## src/rtl/hazard_scoreboard_unit.sv

```systemverilog
`default_nettype none
// ==== hazard_scoreboard_unit : forwarding selects, stall/flush control, long-op scoreboard -- rev 1.0 ====
module hazard_scoreboard_unit #(
  parameter int REG_BITS     = 5,
  parameter int FWD_STAGES   = 2,
  parameter int MAX_LAT      = 8,
  parameter int FLUSH_CYCLES = 2,
  parameter int SEL_W        = $clog2(FWD_STAGES+2)
) (
  input  logic                           clk,
  input  logic                           rst,
  input  logic                           id_valid,
  input  logic [REG_BITS-1:0]            id_rs1,
  input  logic [REG_BITS-1:0]            id_rs2,
  input  logic                           id_use_rs1,
  input  logic                           id_use_rs2,
  input  logic                           ex_valid,
  input  logic [REG_BITS-1:0]            ex_rd,
  input  logic                           ex_wr_en,
  input  logic                           ex_is_load,
  input  logic [FWD_STAGES*REG_BITS-1:0] fwd_rd,
  input  logic [FWD_STAGES-1:0]          fwd_wr_en,
  input  logic [FWD_STAGES-1:0]          fwd_ready,
  input  logic                           lo_issue,
  input  logic [REG_BITS-1:0]            lo_rd,
  input  logic [$clog2(MAX_LAT+1)-1:0]   lo_latency,
  input  logic                           br_mispredict,
  output logic [SEL_W-1:0]               fwd_sel_a,
  output logic [SEL_W-1:0]               fwd_sel_b,
  output logic                           stall,
  output logic                           flush,
  output logic                           lo_busy,
  output logic                           lo_wb,
  output logic                           proto_err
);

  localparam int CNT_W = $clog2(MAX_LAT+1);
  localparam int FL_W  = $clog2(FLUSH_CYCLES+2);

  logic [CNT_W-1:0]    lo_cnt, lo_cnt_n;
  logic [REG_BITS-1:0] lo_rd_q, lo_rd_n;
  logic [FL_W-1:0]     flush_cnt, flush_cnt_n;
  logic                err_q, err_n;
  logic                flushing, lo_active, lo_last;
  logic [SEL_W:0]      res_a, res_b;
  logic                haz_a, haz_b;

  assign flushing  = (flush_cnt != '0);
  assign lo_active = (lo_cnt != '0);
  assign lo_last   = (lo_cnt == CNT_W'(1));

  // State register
  always_ff @(posedge clk) begin
    if (rst) begin
      lo_cnt    <= '0;
      lo_rd_q   <= '0;
      flush_cnt <= '0;
      err_q     <= 1'b0;
    end else begin
      lo_cnt    <= lo_cnt_n;
      lo_rd_q   <= lo_rd_n;
      flush_cnt <= flush_cnt_n;
      err_q     <= err_n;
    end
  end

  // Next-state: issue is only accepted from IDLE; wrong-path issues are silently dropped
  always_comb begin
    lo_cnt_n    = lo_cnt;
    lo_rd_n     = lo_rd_q;
    err_n       = err_q;
    flush_cnt_n = flush_cnt;
    if (lo_active) lo_cnt_n = lo_cnt - CNT_W'(1);
    if (lo_issue && !flushing) begin
      if (lo_active) begin
        err_n = 1'b1;
      end else begin
        lo_rd_n = lo_rd;
        if (lo_latency > CNT_W'(MAX_LAT)) begin
          lo_cnt_n = CNT_W'(MAX_LAT);
          err_n    = 1'b1;
        end else if (lo_latency == '0) begin
          lo_cnt_n = CNT_W'(1);
        end else begin
          lo_cnt_n = lo_latency;
        end
      end
    end
    if (br_mispredict)  flush_cnt_n = FL_W'(FLUSH_CYCLES);
    else if (flushing)  flush_cnt_n = flush_cnt - FL_W'(1);
  end

  // Returns {winning stage not ready, select}; scanning down lets the nearest stage win
  function automatic logic [SEL_W:0] resolve(input logic [REG_BITS-1:0] rs);
    logic [SEL_W-1:0] sel;
    logic             nr;
    sel = '0;
    nr  = 1'b0;
    if (rs != '0) begin
      for (int k = FWD_STAGES; k >= 1; k--) begin
        if (fwd_wr_en[k-1] && (fwd_rd[k*REG_BITS-1 -: REG_BITS] == rs)) begin
          sel = SEL_W'(k);
          nr  = !fwd_ready[k-1];
        end
      end
      if ((sel == '0) && lo_last && (lo_rd_q == rs)) sel = SEL_W'(FWD_STAGES+1);
    end
    return {nr, sel};
  endfunction

  function automatic logic hazard(input logic [REG_BITS-1:0] rs, input logic nr);
    return (rs != '0) &&
           ((ex_valid && ex_is_load && ex_wr_en && (ex_rd == rs)) ||
            nr ||
            (lo_active && (lo_rd_q == rs) && !lo_last) ||
            (lo_active && lo_issue));
  endfunction

  // Outputs
  always_comb begin
    res_a     = resolve(id_rs1);
    res_b     = resolve(id_rs2);
    haz_a     = id_use_rs1 && hazard(id_rs1, res_a[SEL_W]);
    haz_b     = id_use_rs2 && hazard(id_rs2, res_b[SEL_W]);
    fwd_sel_a = rst ? '0 : res_a[SEL_W-1:0];
    fwd_sel_b = rst ? '0 : res_b[SEL_W-1:0];
    stall     = !rst && !flushing && id_valid && (haz_a || haz_b);
    flush     = !rst && flushing;
    lo_busy   = !rst && lo_active;
    lo_wb     = !rst && lo_last;
    proto_err = err_q;
  end

endmodule
`default_nettype wire

```

## config.mk

```make
export PLATFORM = sky130hd
export DESIGN_NAME = hazard_scoreboard_unit
export DESIGN_NICKNAME = d
export VERILOG_FILES = /design/src/rtl/hazard_scoreboard_unit.sv
export SDC_FILE = /design/constraint.sdc
export NUM_CORES = 1
export LEC_CHECK = 0
export ABC_AREA = 1
export BUFFER_PORTS_ARGS = -buffer_cell sky130_fd_sc_hd__buf_2
export CAP_MARGIN = 20
export CORE_UTILIZATION = 30
export DETAILED_ROUTE_END_ITERATION = 7
export GPL_TIMING_DRIVEN = 0
export PLACE_DENSITY = 0.58
export SETUP_SLACK_MARGIN = 0.4
export SYNTH_ARGS = -nofsm -noshare
export SYNTH_HDL_FRONTEND = slang
export SYNTH_SLANG_ARGS = --single-unit
export TNS_END_PERCENT = 1
```

## constraint.sdc

```tcl
create_clock -name clk -period 4.31 [get_ports clk]
set_clock_uncertainty 0.1 [all_clocks]
set_input_delay 0.862 -clock clk [delete_from_list [all_inputs] [get_ports clk]]
set_output_delay 0.862 -clock clk [all_outputs]
set_load 0.01 [all_outputs]
```

==> results of run 1 <==
==> cells in the final DEF (no fill, tap or decap), types with 3 or more instances in the layout <==
| cell type | n |
|---|---|
| nand2_1 | 83 |
| buf_2 | 54 |
| nor2_1 | 42 |
| inv_1 | 32 |
| nand3_1 | 20 |
| inv_2 | 13 |
| dfxtp_1 | 12 |
| a21oi_1 | 10 |
| xor2_1 | 8 |
| xnor2_1 | 6 |
| o21ai_0 | 4 |
| clkbuf_8 | 4 |
| nor2_2 | 3 |
| nor3_1 | 3 |
| o21ai_1 | 3 |
| nor2_4 | 3 |
| nand4_1 | 3 |
| ha_1 | 3 |
==> through the flow <==
stage	util (%)	area [µm²]	std cells	worst slack, ns	hold WS (ns)
after detailed placement	39.4	1770	371	1.30	0.354
after global placement	39.4	1770	371	1.30	0.348
after floorplan	-	1450	267	1.58	0.342
after CTS	40.6	1830	375	1.30	0.367
final	40.6	1830	375	1.28	0.363
after global routing	40.6	1830	375	1.06	0.417
==> path summary, 6_finish.rpt <==
kind	start	slack, ns	to	cells after the start
min	proto_err$_SDFFE_PP0P_	0.36	proto_err$_SDFFE_PP0P_	2
max reg2reg	lo_cnt[0]$_SDFF_PP0_	2.70	lo_rd_q[0]$_SDFFE_PP0P_	9
max	id_rs1[0]	1.28	fwd_sel_a[0]	9
min reg2reg	proto_err$_SDFFE_PP0P_	0.36	proto_err$_SDFFE_PP0P_	2
==> worst max-delay path, delay by kind of cell <==
kind | cells | cell delay (ns)
simple gates | 6 | 0.81
buf+inv | 3 | 0.40
==> cells by family after synthesis <==
group                      after synthesis  synth area share [%]
buffers and inverters                   50                  13.7
adders and majority gates                3                  2.59
AOI/OAI and AO/OA                       25                  10.1
and+or+nand+nor                        163                  48.6
DFF                                     12                  16.6
xor gates and xnor gates                14                  8.47
==> power by group through the flow <==
stage	sequential, W	clock, W	combinational (W)
4_1_cts	0.000170	0.000129	0.000334
3_5_place_dp	0.000172	0	0.000332
2_1_floorplan	0.000167	0	0.000248
3_3_place_gp	0.000172	0	0.000330
5_1_grt	0.000175	0.000131	0.000388
6_report	0.000171	0.000126	0.000331
==> Yosys cell counts, types with 2 or more instances <==
cell type,n,area share [%]
o21ai_1,3,1.0
nor3_1,3,1.0
o21ai_0,4,1.4
buf_2,2,0.69
a21oi_2,2,1.2
buf_4,2,1.0
inv_2,13,3.4
ha_1,3,2.6
nor2_1,42,11
xor2_1,8,4.8
o31ai_1,2,1.0
nand3b_1,2,1.0
nand4_1,3,1.3
nand2_1,83,22
inv_1,32,8.3
xnor2_1,6,3.6
nor2_4,3,2.3
a21oi_1,10,3.5
a31oi_1,2,0.86
dfxtp_1,12,17
nand3_1,20,6.9
nor2_2,3,1.3
==> flip-flops by register name, indices dropped and copies added, names as in the netlist <==
signal,count
flush_cnt,2
lo_cnt,4
proto_err,1
lo_rd_q,5
==> area by class of cell <==
cell class / count / area, µm²
clock buffers: 4 / 55.1
plain buffers: 5 / 28.8
multi-input cells: 205 / 1010
inverters: 45 / 169
flip-flops and latches: 12 / 240
well taps: 52 / 65.1
fillers: 497 / 2680
repair buffers: 52 / 260
==> routing by layer <==
layer | GRT usage, % | up-vias | routed length, µm
met5 | 0 | - | 0
met4 | 5.88 | 0 | 50
met3 | 1.69 | 4 | 165
met2 | 32.3 | 37 | 1990
met1 | 20.1 | 742 | 1850
li1 | - | 936 | -
==> impl_metrics.tcl, run 1 <==
set metrics [dict create \
    ys.flop_type "dfxtp_1" \
    cts_sinks 12 \
    p_leak_nw 1.06 \
    post_cts_resize_count 0 \
    max_cap_viol_count 0 \
    rsz0062_at_grt "no" \
    period_needed_ns 3.03 \
    die_h_um 71.5 \
    postSynthCellCount 267 \
    synth-seq-cells 12 \
    timing.critical_path.mode_cell "nor2_1" \
    clk_pin_slew_ns 0.05 \
    cts_tree "built" \
    setup-violations-final 0 \
    wire_per_inst_um 10.8 \
    crit_type "primary input to primary output" \
    slew_violations 0 \
    timing.setup.tns_ns 0 \
    cts_max_level 1 \
    synth_cell_types 29 \
    drc_errors 0 \
    irDropWorstVdd_uv 190 \
    core_um2 4500 \
    initial_core_util_pct 32.1 \
    p_seq_share_pct 27.3 \
    postCtsSetupBuffers 0 \
    firstDrtPassIters 4 \
    grt_pass1_wl_mm 6.93 \
    totalWireLength_mm 4.05 \
    synth-edff-count 0 \
    min_path_type "register to register" \
    fmax_ghz 0.330 \
    synth_fp_nets 318 \
    clock_power_share_pct 20.0 \
    clk_latency_ns 0.25 \
    netSwitchingFraction_pct 43.7 \
    hold_viol_final 0 \
    layout-drive-gt1-share_pct 26.3 \
    syn-cell-area_um2 1450 \
    cts_max_path_buffers 2 \
    p_sw_w 0.000274 \
    drtAntennaViolNets 0 \
    io_pins 57 \
    relSlewSlack_pct 72.4 \
    dieArea_um2 5110 \
    grt_util_all_layers_pct 17.1 \
    hold_buffers 0 \
    fin_nets 375 \
    drt_iter0_drc 96 \
    status "finished clean" \
    startpoint_type "primary input" \
    yosysWarnings 0 \
    crit_chain "buf_2, inv_2, nor2_1, nor3_1, nand3_1, nor3_2, nor2_1, nor2_1, buf_2" \
    die_x_um 71.5 \
    cpPeakStageDelay_ns 0.29 \
    end_kind "primary output" \
    hpwlAfterDp_mm 3.41 \
    gp_congestion 0.854 \
    cp_slowest_cell "nor3_1" \
    avgViaCountPerCell 4.58 \
    powerDensity_nw_per_um2 344 \
    finalCritPeriodShare_pct 70.3 \
    crit_arrival_ns 2.07 \
    port_buffers 52 \
    grt_overflow_total 0 \
    p_int_w 0.000354 \
    antenna_found_initial 0 \
    first_global_vias 1631 \
    synth.avg_cell_area_um2 5.42 \
    path_max_fanout 5 \
    vias 1719 \
    total_power_w 0.000628 \
    row_count 24 \
    required_ns 3.35 \
    comb_power_share_pct 52.7 \
    area_delta_synth_final_pct 26.3 \
    synth-async-reset-ratio_pct 0 \
    antenna_cells 0 \
    grt_max_degree 11 \
    worstMarginPinSlew_ns 0.414 \
    seq_area_frac_synth_pct 16.6 \
    cts-root-buf "clkbuf_8" \
    cts_made_buffers 3 \
]
No activity file was read; power rests on OpenSTA's default activity.
==> inputs of run 2 (changes only) <==
--- a/config.mk
+++ b/config.mk
@@ -11,7 +11,7 @@
 export CORE_UTILIZATION = 30
 export DETAILED_ROUTE_END_ITERATION = 7
 export GPL_TIMING_DRIVEN = 0
-export PLACE_DENSITY = 0.58
+export PLACE_DENSITY = 0.6
 export SETUP_SLACK_MARGIN = 0.4
 export SYNTH_ARGS = -nofsm -noshare
 export SYNTH_HDL_FRONTEND = slang
==> constraint.sdc (replaced) <==
create_clock -name clk -period 2.5 [get_ports clk]
set_clock_uncertainty 0.1 [all_clocks]
set_input_delay 0.5 -clock clk [delete_from_list [all_inputs] [get_ports clk]]
set_output_delay 0.5 -clock clk [all_outputs]
set_load 0.01 [all_outputs]
==> impl_metrics.tcl, run 2 (synthesized netlist as in run 1, its figures left out) <==
set metrics [dict create \
    drt_iter0_drc 54 \
    row_count 24 \
    rsz0062_at_grt "yes" \
    p_int_w 0.000709 \
    drtAntennaViolNets 0 \
    vias 1782 \
    crit_start "lo_cnt[1]$_SDFF_PP0_" \
    worstMarginPinSlew_ns 0.422 \
    setup-violations-final 0 \
    irDropWorstVdd_uv 353 \
    die_h_um 71.5 \
    p_leak_nw 1.16 \
    comb_power_share_pct 61.5 \
    r2r_slack_ns 0.79 \
    initial_core_util_pct 32.1 \
    required_ns 1.90 \
    clock_power_share_pct 14.0 \
    cts_max_path_buffers 2 \
    layout-drive-gt1-share_pct 35.3 \
    fmax_ghz 0.451 \
    crit_arrival_ns 1.62 \
    slew_violations 0 \
    startpoint_type "register" \
    area_delta_synth_final_pct 44.3 \
    wire_per_inst_um 11.2 \
    cts_sinks 12 \
    firstDrtPassIters 4 \
    crit_type "register to primary output" \
    totalWireLength_mm 4.33 \
    io_pins 57 \
    final_cell_mix "nand2_1 (82), buf_2 (43), nor2_1 (37)" \
    antenna_found_initial 0 \
    dieArea_um2 5110 \
    hold_depth 2 \
    grt_overflow_total 0 \
    reg.largest.list "lo_rd_q (5), lo_cnt (4), flush_cnt (2)" \
    hpwlAfterDp_mm 3.42 \
    drc_errors 0 \
    p_sw_w 0.000541 \
    timing.setup.tns_ns 0 \
    min_path_type "primary input to register" \
    first_global_vias 1625 \
    min_from "br_mispredict" \
    r2r-start "lo_cnt[1]$_SDFF_PP0_" \
    avgViaCountPerCell 4.62 \
    die_x_um 71.5 \
    cts_tree "built" \
    clk_pin_slew_ns 0.05 \
    largest_reg_flops 5 \
    grt_util_all_layers_pct 17.0 \
    core_um2 4500 \
    grt_max_degree 11 \
    period_needed_ns 2.22 \
    cts_max_level 1 \
    rr_endpoint "lo_rd_q[0]$_SDFFE_PP0P_" \
    path_max_fanout 3 \
    grt_pass1_wl_mm 7.02 \
    powerDensity_nw_per_um2 599 \
    regMostFlops "lo_rd_q" \
    holdPathEnd "flush_cnt[0]$_SDFFE_PP0N_" \
    finalCritPeriodShare_pct 88.6 \
    status "finished clean" \
    fin_nets 387 \
    final_util_pct 46.4 \
    netSwitchingFraction_pct 43.3 \
    max_cap_viol_count 0 \
    antenna_cells 0 \
    hold_buffers 0 \
    cts-root-buf "clkbuf_8" \
    port_buffers 52 \
    end_kind "primary output" \
    reg2reg_depth 11 \
    p_seq_share_pct 24.5 \
    clk_latency_ns 0.24 \
    final_common_cell "nand2_1" \
    gp_congestion 0.825 \
    relSlewSlack_pct 71.8 \
    cts_made_buffers 3 \
    fill_cells 483 \
    hold_viol_final 0 \
]
[run 2: cell types whose count changed in the layout (fill, tap and decap cells not counted), moves of 5 or more]
cell and change:
nor2_1 -5, buf_2 -11, buf_6 +8, buf_4 +12
inv_1 -5
[run 2: power groups by stage]
stage | Combinational [W] | Clock [W] | Sequential (W)
3_3_place_gp | 0.000569 | 0 | 0.000295
3_5_place_dp | 0.000575 | 0 | 0.000297
2_1_floorplan | 0.000428 | 0 | 0.000287
5_1_grt | 0.000864 | 0.000189 | 0.000314
4_1_cts | 0.000670 | 0.000177 | 0.000298
6_report | 0.000769 | 0.000174 | 0.000307
[run 2: layout make-up]
cell class / count / area [µm²] / share of cell area (%)
Inverter: 45 / 181 / 8.69
Multi-Input combinational cell: 205 / 1090 / 52.2
Sequential cell: 12 / 245 / 11.7
Clock buffer: 3 / 41.3 / 1.98
Tap cell: 52 / 65.1 / 3.12
Buffer: 5 / 45.0 / 2.16
Timing Repair Buffer: 64 / 419 / 20.1
[run 2: worst max-delay path by stage]
stage / end / slack, ns
2_1_floorplan: fwd_sel_a[1] / 0.49
3_3_place_gp: stall / 0.22
3_5_place_dp: stall / 0.20
4_1_cts: stall / 0.27
5_1_grt: stall / 0.17
6_report: fwd_sel_a[0] / 0.28
[run 2: metrics by stage]
step	power, W	hold WS, ns	cells	area [µm²]	worst slack, ns
after floorplan	0.000716	0.342	267	1450	0.489
after global placement	0.000864	0.353	371	1770	0.221
after detailed placement	0.000872	0.366	371	1770	0.203
after CTS	0.00114	0.334	378	1950	0.274
after global routing	0.00137	0.342	386	2090	0.171
final	0.00125	0.335	386	2090	0.284
[run 2: critical path, stage by stage (launching register included)]
cell and delay [ns]:
dfxtp_2 0.33, inv_2 0.10, ha_1 0.19, inv_2 0.05, nor2_4 0.12, nand2_1 0.08, nor3_2 0.18, nor2_1 0.06
nor2_1 0.12, buf_2 0.15
[run 2: what timing repair did]
action	4_1_cts	5_1_grt
endpoints found under the setup margin	5	5
gates resized for setup	31	22
hold endpoints to repair	0	0
pin swaps	12	12
buffers inserted	4	8
[run 2: metal layers]
| metal | wire (µm) | track usage, % | part of all wire (%) | up-vias |
|---|---|---|---|---|
| met1 | 2040 | 22.0 | 47 | 775 |
| met3 | 209 | 2.67 | 4.8 | 0 |
| met5 | 0 | 0 | 0 | - |
| li1 | - | - | - | 964 |
| met4 | 0 | 3.05 | 0 | 0 |
| met2 | 2080 | 30.1 | 48 | 43 |
==> inputs of run 3 (changes only) <==
--- a/config.mk
+++ b/config.mk
@@ -5,13 +5,11 @@
 export SDC_FILE = /design/constraint.sdc
 export NUM_CORES = 1
 export LEC_CHECK = 0
-export ABC_AREA = 1
 export BUFFER_PORTS_ARGS = -buffer_cell sky130_fd_sc_hd__buf_2
 export CAP_MARGIN = 20
 export CORE_UTILIZATION = 30
 export DETAILED_ROUTE_END_ITERATION = 7
-export GPL_TIMING_DRIVEN = 0
-export PLACE_DENSITY = 0.6
+export PLACE_DENSITY = 0.59
 export SETUP_SLACK_MARGIN = 0.4
 export SYNTH_ARGS = -nofsm -noshare
 export SYNTH_HDL_FRONTEND = slang
==> constraint.sdc (replaced) <==
create_clock -name clk -period 2.85 [get_ports clk]
set_clock_uncertainty 0.1 [all_clocks]
set_input_delay 0.57 -clock clk [delete_from_list [all_inputs] [get_ports clk]]
set_output_delay 0.57 -clock clk [all_outputs]
set_load 0.01 [all_outputs]
==> impl_metrics.tcl, run 3 <==
set metrics [dict create \
    worstMarginPinSlew_ns 0.489 \
    cts_max_level 1 \
    clk_pin_slew_ns 0.05 \
    synth-seq-cells 12 \
    syn-cell-area_um2 1310 \
    cts-root-buf "clkbuf_8" \
    synth_cell_types 43 \
    drtAntennaViolNets 0 \
    final_common_cell "buf_2" \
    grt_pass1_wl_mm 5.41 \
    p_seq_share_pct 27.9 \
    setup_slack_ns 0.227 \
    seq_area_frac_synth_pct 18.4 \
    yosysTopAreaCell "dfxtp_1" \
    grt_util_all_layers_pct 15.7 \
    dieArea_um2 4620 \
    cts_tree "built" \
    rsz0062_at_grt "yes" \
    largest_reg_flops 5 \
    final_cell_mix "buf_2 (52), xnor2_1 (22), nor2_1 (16), xor2_1 (16), nand2_1 (15)" \
    netSwitchingFraction_pct 39.6 \
    hold_viol_final 0 \
    layout-drive-gt1-share_pct 38.1 \
    first_global_vias 1171 \
    clk_latency_ns 0.24 \
    port_buffers 56 \
    wire_per_inst_um 13.2 \
    postSynthCellCount 167 \
    required_ns 2.18 \
    setup-violations-final 0 \
    synth_area_leaders "dfxtp_1 (18%), xnor2_1 (15%), xor2_1 (11%)" \
    synth_top_area_share_pct 18.4 \
    relSlewSlack_pct 67.3 \
    synth.avg_cell_area_um2 7.81 \
    initial_core_util_pct 31.9 \
    cts_max_path_buffers 2 \
    avgViaCountPerCell 5.03 \
    total_power_w 0.000876 \
    hold_buffers 0 \
    io_pins 57 \
    grt_overflow_total 0 \
    crit_arrival_ns 1.95 \
    slew_violations 0 \
    final_cells 268 \
    clock_power_share_pct 21.0 \
    dpl.cell_count 262 \
    powerDensity_nw_per_um2 515 \
    regMostFlops "lo_rd_q" \
    cts_made_buffers 3 \
    timing.setup.tns_ns 0 \
    p_sw_w 0.000347 \
    startpoint_type "primary input" \
    gp_congestion 0.867 \
    yosysMostFrequentCell "xnor2_1" \
    crit_type "primary input to primary output" \
    ys.flop_type "dfxtp_1" \
    max_cap_viol_count 0 \
    firstDrtPassIters 4 \
    vias 1347 \
    synthTopCellsByCount "xnor2_1 (22), xor2_1 (17), nor2_1 (16), nand2_1 (15), dfxtp_1 (12)" \
    drc_errors 0 \
    yosysWarnings 0 \
    r2r_slack_ns 0.98 \
    antenna_found_initial 0 \
    hpwlAfterDp_mm 2.84 \
    area_delta_synth_final_pct 30.3 \
    path_max_fanout 4 \
    fmax_ghz 0.381 \
    die_h_um 68.0 \
    fin_nets 270 \
    fin_hold_ws_ns 0.371 \
    reg.largest.list "lo_rd_q (5), lo_cnt (4), flush_cnt (2)" \
    die_x_um 68.0 \
    dp_slack_ns 0.0873 \
    min_path_type "register to register" \
    synth-edff-count 0 \
    status "finished clean" \
    fill_cells 419 \
    row_count 23 \
    synth-async-reset-ratio_pct 0 \
    period_needed_ns 2.62 \
    drt_iter0_drc 40 \
    antenna_cells 0 \
    finalCritPeriodShare_pct 92.0 \
    core_um2 4090 \
    p_int_w 0.000529 \
    p_leak_nw 0.712 \
    irDropWorstVdd_uv 252 \
    grt_max_degree 19 \
    comb_power_share_pct 51.1 \
    cts_sinks 12 \
    end_kind "primary output" \
    totalWireLength_mm 3.54 \
    synth_fp_nets 218 \
]
==> run 3: cell count changes in the layout (fill, tap and decap cells not counted), sizes merged, moves of 3 or more <==
cell / delta
xnor2: +16
a21oi: -3
inv: -41
nor2: -32
a211oi: +4
nor3: +3
buf: -8
and3: +4
nand2: -68
xor2: +11
nand3: -14
==> run 3: power by group through the flow <==
| stage | combinational, W | sequential (W) | clock [W] |
|---|---|---|---|
| after floorplan | 0.000332 | 0.000240 | 0 |
| after global placement | 0.000433 | 0.000248 | 0 |
| after detailed placement | 0.000431 | 0.000248 | 0 |
| after CTS | 0.000443 | 0.000244 | 0.000189 |
| after global routing | 0.000501 | 0.000250 | 0.000197 |
| final | 0.000447 | 0.000244 | 0.000184 |
==> run 3: worst paths after layout <==
kind	from	endpoint	cells past startpoint
max	id_rs1[2]	stall	9
min	flush_cnt[0]$_SDFFE_PP0N_	flush_cnt[0]$_SDFFE_PP0N_	1
max reg2reg	lo_cnt[0]$_SDFF_PP0_	lo_cnt[0]$_SDFF_PP0_	7
min reg2reg	flush_cnt[0]$_SDFFE_PP0N_	flush_cnt[0]$_SDFFE_PP0N_	1
==> run 3: critical path, cell delays in order <==
cell      delay, ns
buf_12         0.10
buf_4          0.15
xnor2_1        0.13
nand3_1        0.10
nor3_1         0.25
and3_4         0.22
a211oi_2       0.04
o32ai_2        0.22
buf_2          0.17
==> run 3: final cells by class <==
type	instances	area [µm²]	area share, %
well taps	50	62.6	3.68
flip-flops and latches	12	240	14.1
multi-input cells	139	991	58.3
clock buffers	4	55.1	3.24
repair buffers	60	340	20.0
inverters	3	11.3	0.662
==> run 3: layer usage <==
| layer | global-route usage (%) | wire length [µm] | vias up |
|---|---|---|---|
| met2 | 23.9 | 1660 | 38 |
| met3 | 3.00 | 161 | 8 |
| li1 | - | - | 679 |
| met1 | 21.8 | 1670 | 622 |
| met4 | 4.95 | 50 | 0 |
| met5 | 0 | 0 | - |
==> run 3: repair_timing <==
item	in CTS	in global routing
buffers inserted	2	0
pin swaps	7	0
resized for setup	12	3
endpoints found under the setup margin	5	5
==> run 3: logic make-up (layout without fill, tap and decap cells) <==
kind of cell / after synthesis / count (layout) / synth area share [%]
AOI/OAI and AO/OA: 32 / 32 / 16.6
xor gates and xnor gates: 41 / 41 / 28.7
buffers and inverters: 16 / 67 / 8.63
and+or+nand+nor: 63 / 63 / 24.8
adders and majority gates: 3 / 3 / 2.88
DFF: 12 / 12 / 18.4
==> run 3: through the flow <==
step                      utilization [%]  area (µm²)
after CTS                            41.2        1690
final                                41.6        1700
after floorplan                         -        1310
after global placement               38.3        1570
after global routing                 41.6        1700
after detailed placement             38.3        1570
